$ cat config.mk
export PLATFORM = sky130hd
export DESIGN_NAME = msad_tracker
export DESIGN_NICKNAME = d
export VERILOG_FILES = /design/src/rtl/msad_tracker.sv
export SDC_FILE = /design/constraint.sdc
export NUM_CORES = 1
export LEC_CHECK = 0
export ABC_CLOCK_PERIOD_IN_PS = 3750
export BUFFER_PORTS_ARGS = -buffer_cell sky130_fd_sc_hd__clkbuf_2
export CORE_MARGIN = 5
export CORE_UTILIZATION = 30
export CTS_CLUSTER_DIAMETER = 30
export DETAILED_ROUTE_END_ITERATION = 8
export HOLD_SLACK_MARGIN = 0.03
export MAX_ROUTING_LAYER = met4
export PLACE_DENSITY = 0.54
export SLEW_MARGIN = 15
export SYNTH_ARGS = -nofsm -noshare
export SYNTH_HDL_FRONTEND = slang
export SYNTH_SLANG_ARGS = --single-unit
export TNS_END_PERCENT = 50
$ cat constraint.sdc
create_clock -name clk -period 3.75 [get_ports clk]
set_clock_uncertainty 0.05 [all_clocks]
set_input_delay 0.75 -clock clk [delete_from_list [all_inputs] [get_ports clk]]
set_output_delay 0.75 -clock clk [all_outputs]
set_load 0.02 [all_outputs]
$ cat src/rtl/msad_tracker.sv
// Block-level MSAD tracker: folds one per-row minimum per beat into a running
// block minimum and presents the result through a valid/ready output register.
module msad_tracker #(
  parameter int SAD_BIT_WIDTH      = 14,
  parameter int CANDIDATES_PER_ROW = 16,
  parameter int ROWS               = 16,
  parameter int INDEX_WIDTH        = 4,
  parameter int ROW_WIDTH          = 5
) (
  input  logic                     clk,
  input  logic                     rst,
  input  logic                     in_valid,
  output logic                     in_ready,
  input  logic [SAD_BIT_WIDTH-1:0] in_sad,
  input  logic [INDEX_WIDTH-1:0]   in_index,
  input  logic                     in_first,
  input  logic                     thr_en,
  input  logic [SAD_BIT_WIDTH-1:0] thr,
  output logic                     out_valid,
  input  logic                     out_ready,
  output logic [SAD_BIT_WIDTH-1:0] out_sad,
  output logic [INDEX_WIDTH-1:0]   out_col,
  output logic [ROW_WIDTH-1:0]     out_row,
  output logic [INDEX_WIDTH:0]     out_mvx,
  output logic [ROW_WIDTH:0]       out_mvy,
  output logic                     out_early,
  output logic                     err_resync
);

  localparam logic [ROW_WIDTH-1:0] LAST_ROW = ROW_WIDTH'(ROWS - 1);
  localparam logic [INDEX_WIDTH:0] MVX_OFS  = (INDEX_WIDTH + 1)'(CANDIDATES_PER_ROW / 2);
  localparam logic [ROW_WIDTH:0]   MVY_OFS  = (ROW_WIDTH + 1)'(ROWS / 2);

  typedef enum logic {ACC = 1'b0, STALL = 1'b1} state_t;

  state_t                   r_state;
  logic [ROW_WIDTH-1:0]     r_row_cnt;
  logic [SAD_BIT_WIDTH-1:0] r_best_sad, r_pend_sad, r_out_sad;
  logic [INDEX_WIDTH-1:0]   r_best_col, r_pend_col, r_out_col;
  logic [ROW_WIDTH-1:0]     r_best_row, r_pend_row, r_out_row;
  logic                     r_early_acc, r_pend_early, r_out_early;
  logic                     r_out_valid;
  logic                     r_err_resync;

  logic                     w_accept, w_start, w_last, w_take, w_out_free;
  logic [ROW_WIDTH-1:0]     w_beat_row;
  logic [SAD_BIT_WIDTH-1:0] w_best_sad;
  logic [INDEX_WIDTH-1:0]   w_best_col;
  logic [ROW_WIDTH-1:0]     w_best_row;
  logic                     w_best_early;

  assign in_ready   = (r_state == ACC);
  assign w_accept   = in_valid && in_ready;
  assign w_start    = (r_row_cnt == '0) || in_first;
  assign w_beat_row = w_start ? '0 : r_row_cnt;
  assign w_last     = (w_beat_row == LAST_ROW);
  assign w_take     = r_out_valid && out_ready;
  assign w_out_free = !r_out_valid || out_ready;

  // Running best including the current beat; the early flag looks at the post-update best.
  always_comb begin
    // NOTE: every always_comb output gets a default first so no latch is inferred.
    w_best_sad   = r_best_sad;
    w_best_col   = r_best_col;
    w_best_row   = r_best_row;
    w_best_early = r_early_acc;
    if (w_start) begin
      w_best_sad   = in_sad;
      w_best_col   = in_index;
      w_best_row   = '0;
      w_best_early = 1'b0;
    end else if (in_sad < r_best_sad) begin
      w_best_sad = in_sad;
      w_best_col = in_index;
      w_best_row = r_row_cnt;
    end
    w_best_early = w_best_early | (thr_en && (w_best_sad <= thr));
  end

  always_ff @(posedge clk) begin
    // NOTE: sequential state uses non-blocking assignments only.
    if (rst) begin
      r_state      <= ACC;
      r_row_cnt    <= '0;
      r_best_sad   <= '0;
      r_best_col   <= '0;
      r_best_row   <= '0;
      r_early_acc  <= 1'b0;
      r_pend_sad   <= '0;
      r_pend_col   <= '0;
      r_pend_row   <= '0;
      r_pend_early <= 1'b0;
      r_out_sad    <= '0;
      r_out_col    <= '0;
      r_out_row    <= '0;
      r_out_early  <= 1'b0;
      r_out_valid  <= 1'b0;
      r_err_resync <= 1'b0;
    end else begin
      if (w_take) r_out_valid <= 1'b0;
      case (r_state)
        ACC: begin
          if (w_accept) begin
            if (in_first && (r_row_cnt != '0)) r_err_resync <= 1'b1;
            if (w_last) begin
              r_row_cnt <= '0;
              if (w_out_free) begin
                r_out_sad   <= w_best_sad;
                r_out_col   <= w_best_col;
                r_out_row   <= w_best_row;
                r_out_early <= w_best_early;
                r_out_valid <= 1'b1;
              end else begin
                r_pend_sad   <= w_best_sad;
                r_pend_col   <= w_best_col;
                r_pend_row   <= w_best_row;
                r_pend_early <= w_best_early;
                r_state      <= STALL;
              end
            end else begin
              r_row_cnt   <= w_beat_row + ROW_WIDTH'(1);
              r_best_sad  <= w_best_sad;
              r_best_col  <= w_best_col;
              r_best_row  <= w_best_row;
              r_early_acc <= w_best_early;
            end
          end
        end
        STALL: begin
          if (w_take) begin
            r_out_sad   <= r_pend_sad;
            r_out_col   <= r_pend_col;
            r_out_row   <= r_pend_row;
            r_out_early <= r_pend_early;
            r_out_valid <= 1'b1;
            r_state     <= ACC;
          end
        end
        default: r_state <= ACC;
      endcase
    end
  end

  assign out_valid  = r_out_valid;
  assign out_sad    = r_out_sad;
  assign out_col    = r_out_col;
  assign out_row    = r_out_row;
  assign out_early  = r_out_early;
  assign err_resync = r_err_resync;
  assign out_mvx    = {1'b0, r_out_col} - MVX_OFS;
  assign out_mvy    = {1'b0, r_out_row} - MVY_OFS;

endmodule

==> flow_metrics.py <==
metrics = {
    "layout": {
        "area_growth_pct": 19.5,
        "num_antenna_cells": 0,
        "finalNetCount": 723,
        "fin_util_pct": 36.3,
        "final_area_um2": 5510,
        "fillCellCount": 1544,
        "layout-drive-gt1-share_pct": 22.4,
    },
    "sta": {
        "maxSlewHeadroom_pct": 56.9,
        "setup_viol": 0,
        "tightest_slew_ns": 0.647,
        "min_period_ns": 3.53,
        "rsz0062_at_grt": "false",
        "finalHoldViolations": 0,
        "holdWs_ns": 0.406,
        "drv_slew": 0,
        "fmax_mhz": 284,
        "fin_crit_sh_pct": 94.0,
    },
    "outcome": {
        "status": "completed",
    },
    "floorplanning": {
        "fp-row-count": 45,
        "die_y_um": 134,
        "die_area_um2": 17900,
        "core_um2": 15100,
        "ios": 76,
        "fp.dieW_um": 134,
        "initial_core_util_pct": 30.4,
    },
    "detailed_routing": {
        "wirelength_um": 13400,
        "dr.pass1.iters": 5,
        "ant_nets": 0,
        "vias": 4384,
        "drt_iter0_drc": 326,
        "wl_per_cell_um": 15.8,
        "drcViolationCount": 0,
        "via_per_inst": 5.17,
    },
    "logic_synthesis": {
        "synth_most_common_cell": "dfxtp_1",
        "synthDominantCellAreaShare_pct": 34.8,
        "synth_area_leaders": "dfxtp_1 35%, ha_1 7.9%, a21oi_1 6.1%",
        "synth_seq_area_share_pct": 34.8,
        "syn_inst": 583,
        "synth_flop_cell": "dfxtp_1",
        "synth.avg_cell_area_um2": 7.90,
        "async_flop_share_pct": 0,
        "synth_edf_count": 0,
        "syn_nets": 650,
        "yosys-top-cells-count": "80 x dfxtp_1, 56 x a21oi_1, 56 x inv_1, 46 x nand2_1, 41 x nor2_1",
        "yosys.area.top_type": "dfxtp_1",
        "synth_cell_type_count": 47,
        "synth_warnings": 0,
        "synth_area_um2": 4610,
        "ys_ff_latch": 80,
    },
    "critical_path": {
        "crit_path_cell_trace": "clkbuf_2 -> ha_1 -> a21oi_1 -> o221a_2 -> nand2_1 -> a21o_1 -> buf_12 -> a211oi_2 -> inv_1 -> ha_1 -> nand4_1 -> nor4_1 -> a211oi_1 -> o22ai_1",
        "crit_type": "in -> reg",
        "critPathArrivalTime_ns": 3.73,
        "cpMostUsedCell": "ha_1",
        "rr_worst_depth": 11,
        "slowest_delay_ns": 0.53,
        "cp_top_family": "compound AO/OA/AOI/OAI gates",
        "crit_path_start_kind": "primary input",
        "end_kind": "flop",
        "worst_path_max_delay_cell": "nor4_1",
        "path_max_fanout": 14,
        "required_ns": 3.96,
        "cp.depth": 14,
        "worst-path-buf-inv": 3,
    },
    "clocking": {
        "root_buffer": "clkbuf_16",
        "clock-sinks": 80,
        "cts_tree": "done",
        "cts_hold_buf": 0,
        "cts_max_level": 3,
        "cts_resized": 0,
        "path_clk_slew_ns": 0.06,
        "clock_path_buffers": 2,
        "cts_setup_buffers": 0,
        "clk_latency_ns": 0.34,
        "cts-buffers-inserted": 9,
    },
    "global_routing": {
        "antenna_found_initial": 0,
        "grt_start_max_net_pins": 58,
        "grt_usage_pct": 15.9,
        "grt_pass1_wl_um": 22500,
        "first_global_vias": 4234,
        "gr-total-overflow": 0,
    },
    "placed_design": {
        "portBuffers": 75,
        "postPlaceCellArea_um2": 5230,
        "gp_congestion": 0.915,
        "dp_hpwl_um": 9980,
    },
    "power": {
        "power.leakage_uw": 0.00228,
        "ir_worst_vdd_uv": 230,
        "p_total_uw": 2120,
        "powerDensity_nw_per_um2": 386,
    },
    "hold_path": {
        "holdPathStages": 2,
        "min_path_type": "reg -> reg",
    },
    "flow_run": {
        "maxCapViolCount": 0,
    },
}
==> stage by stage <==
stage	setup TNS [ns]	worst slack, ns	std cells
2_1_floorplan	0	0.169	583
3_3_place_gp	0	0.0471	833
3_5_place_dp	-0.186	-0.0757	833
4_1_cts	0	0.0963	848
5_1_grt	0	0.0739	848
6_report	0	0.223	848
==> power by group <==
part | internal, uW | switching [uW] | total (uW)
registers | 869 | 11.8 | 881
clock network | 479 | 347 | 826
logic | 166 | 250 | 416
==> cell type report <==
| class | count | area [um^2] | share of cell area [%] |
|---|---|---|---|
| Clock buffer | 12 | 256 | 4.66 |
| Clock inverter | 3 | 17.5 | 0.318 |
| Inverter | 57 | 214 | 3.89 |
| Multi-Input combinational cell | 398 | 2520 | 45.7 |
| Sequential cell | 80 | 1600 | 29.1 |
| Tap cell | 188 | 235 | 4.27 |
| Timing Repair Buffer | 110 | 663 | 12.0 |
==> cells by family after synthesis <==
group	synth area share, %
AND/OR/NAND/NOR	18.5
multiplexers	1.74
buffers and inverters	10.6
flip-flops	34.8
AO/OA/AOI/OAI	26.6
adder cells (fa/ha/maj)	7.87
==> sequential cells by signal (all words and copies together) (netlist names), 5 cells and up <==
register / cells
r_best_row: 5
r_pend_row: 5
out_row: 5
r_best_sad: 14
r_pend_sad: 14
out_sad: 14
r_row_cnt: 5
==> routing by layer <==
metal  track usage, %  up-vias  part of all wire (%)
met4             5.83        0                   2.3
met1             22.6     2038                    49
li1                 -     2201                     -
met2             22.7      125                    44
met5                -        -                     0
met3             2.21       20                   4.8
==> path summary, 6_finish.rpt <==
| check | from | to | slack (ns) |
|---|---|---|---|
| worst max-delay path | in_sad[13] | out_early | 0.22 |
| worst min-delay path | r_pend_row[1] | r_pend_row[1] | 0.41 |
| worst max register to register | r_row_cnt[1] | out_early | 0.32 |
| worst min register to register | r_pend_row[1] | r_pend_row[1] | 0.41 |
==> placed cells by master, fill, tap and decap left out, drive strengths merged, types with 2 or more instances in the layout <==
cell,count
nand2b,2
buf,35
nor3,16
nor2b,5
o22ai,6
o221ai,4
and4,2
ha,29
dfxtp,80
a31oi,19
nand2,46
or4,3
nor2,42
inv,56
a21oi,59
nand3,27
o32ai,5
a21o,6
a211oi,32
nand4,6
and3,6
clkinv,3
o21ai,45
clkbuf,87
and2,16
nor4,2
mux2i,8
a311o,2
a311oi,3
==> tightest hold or removal path: cells and delay by family, from the launching register on <==
family	cells	cell delay [ns]
DFF	1	0.32
AOI/OAI and AO/OA	1	0.06
and+or+nand+nor	1	0.04
No activity file was read; power rests on OpenSTA's default activity.
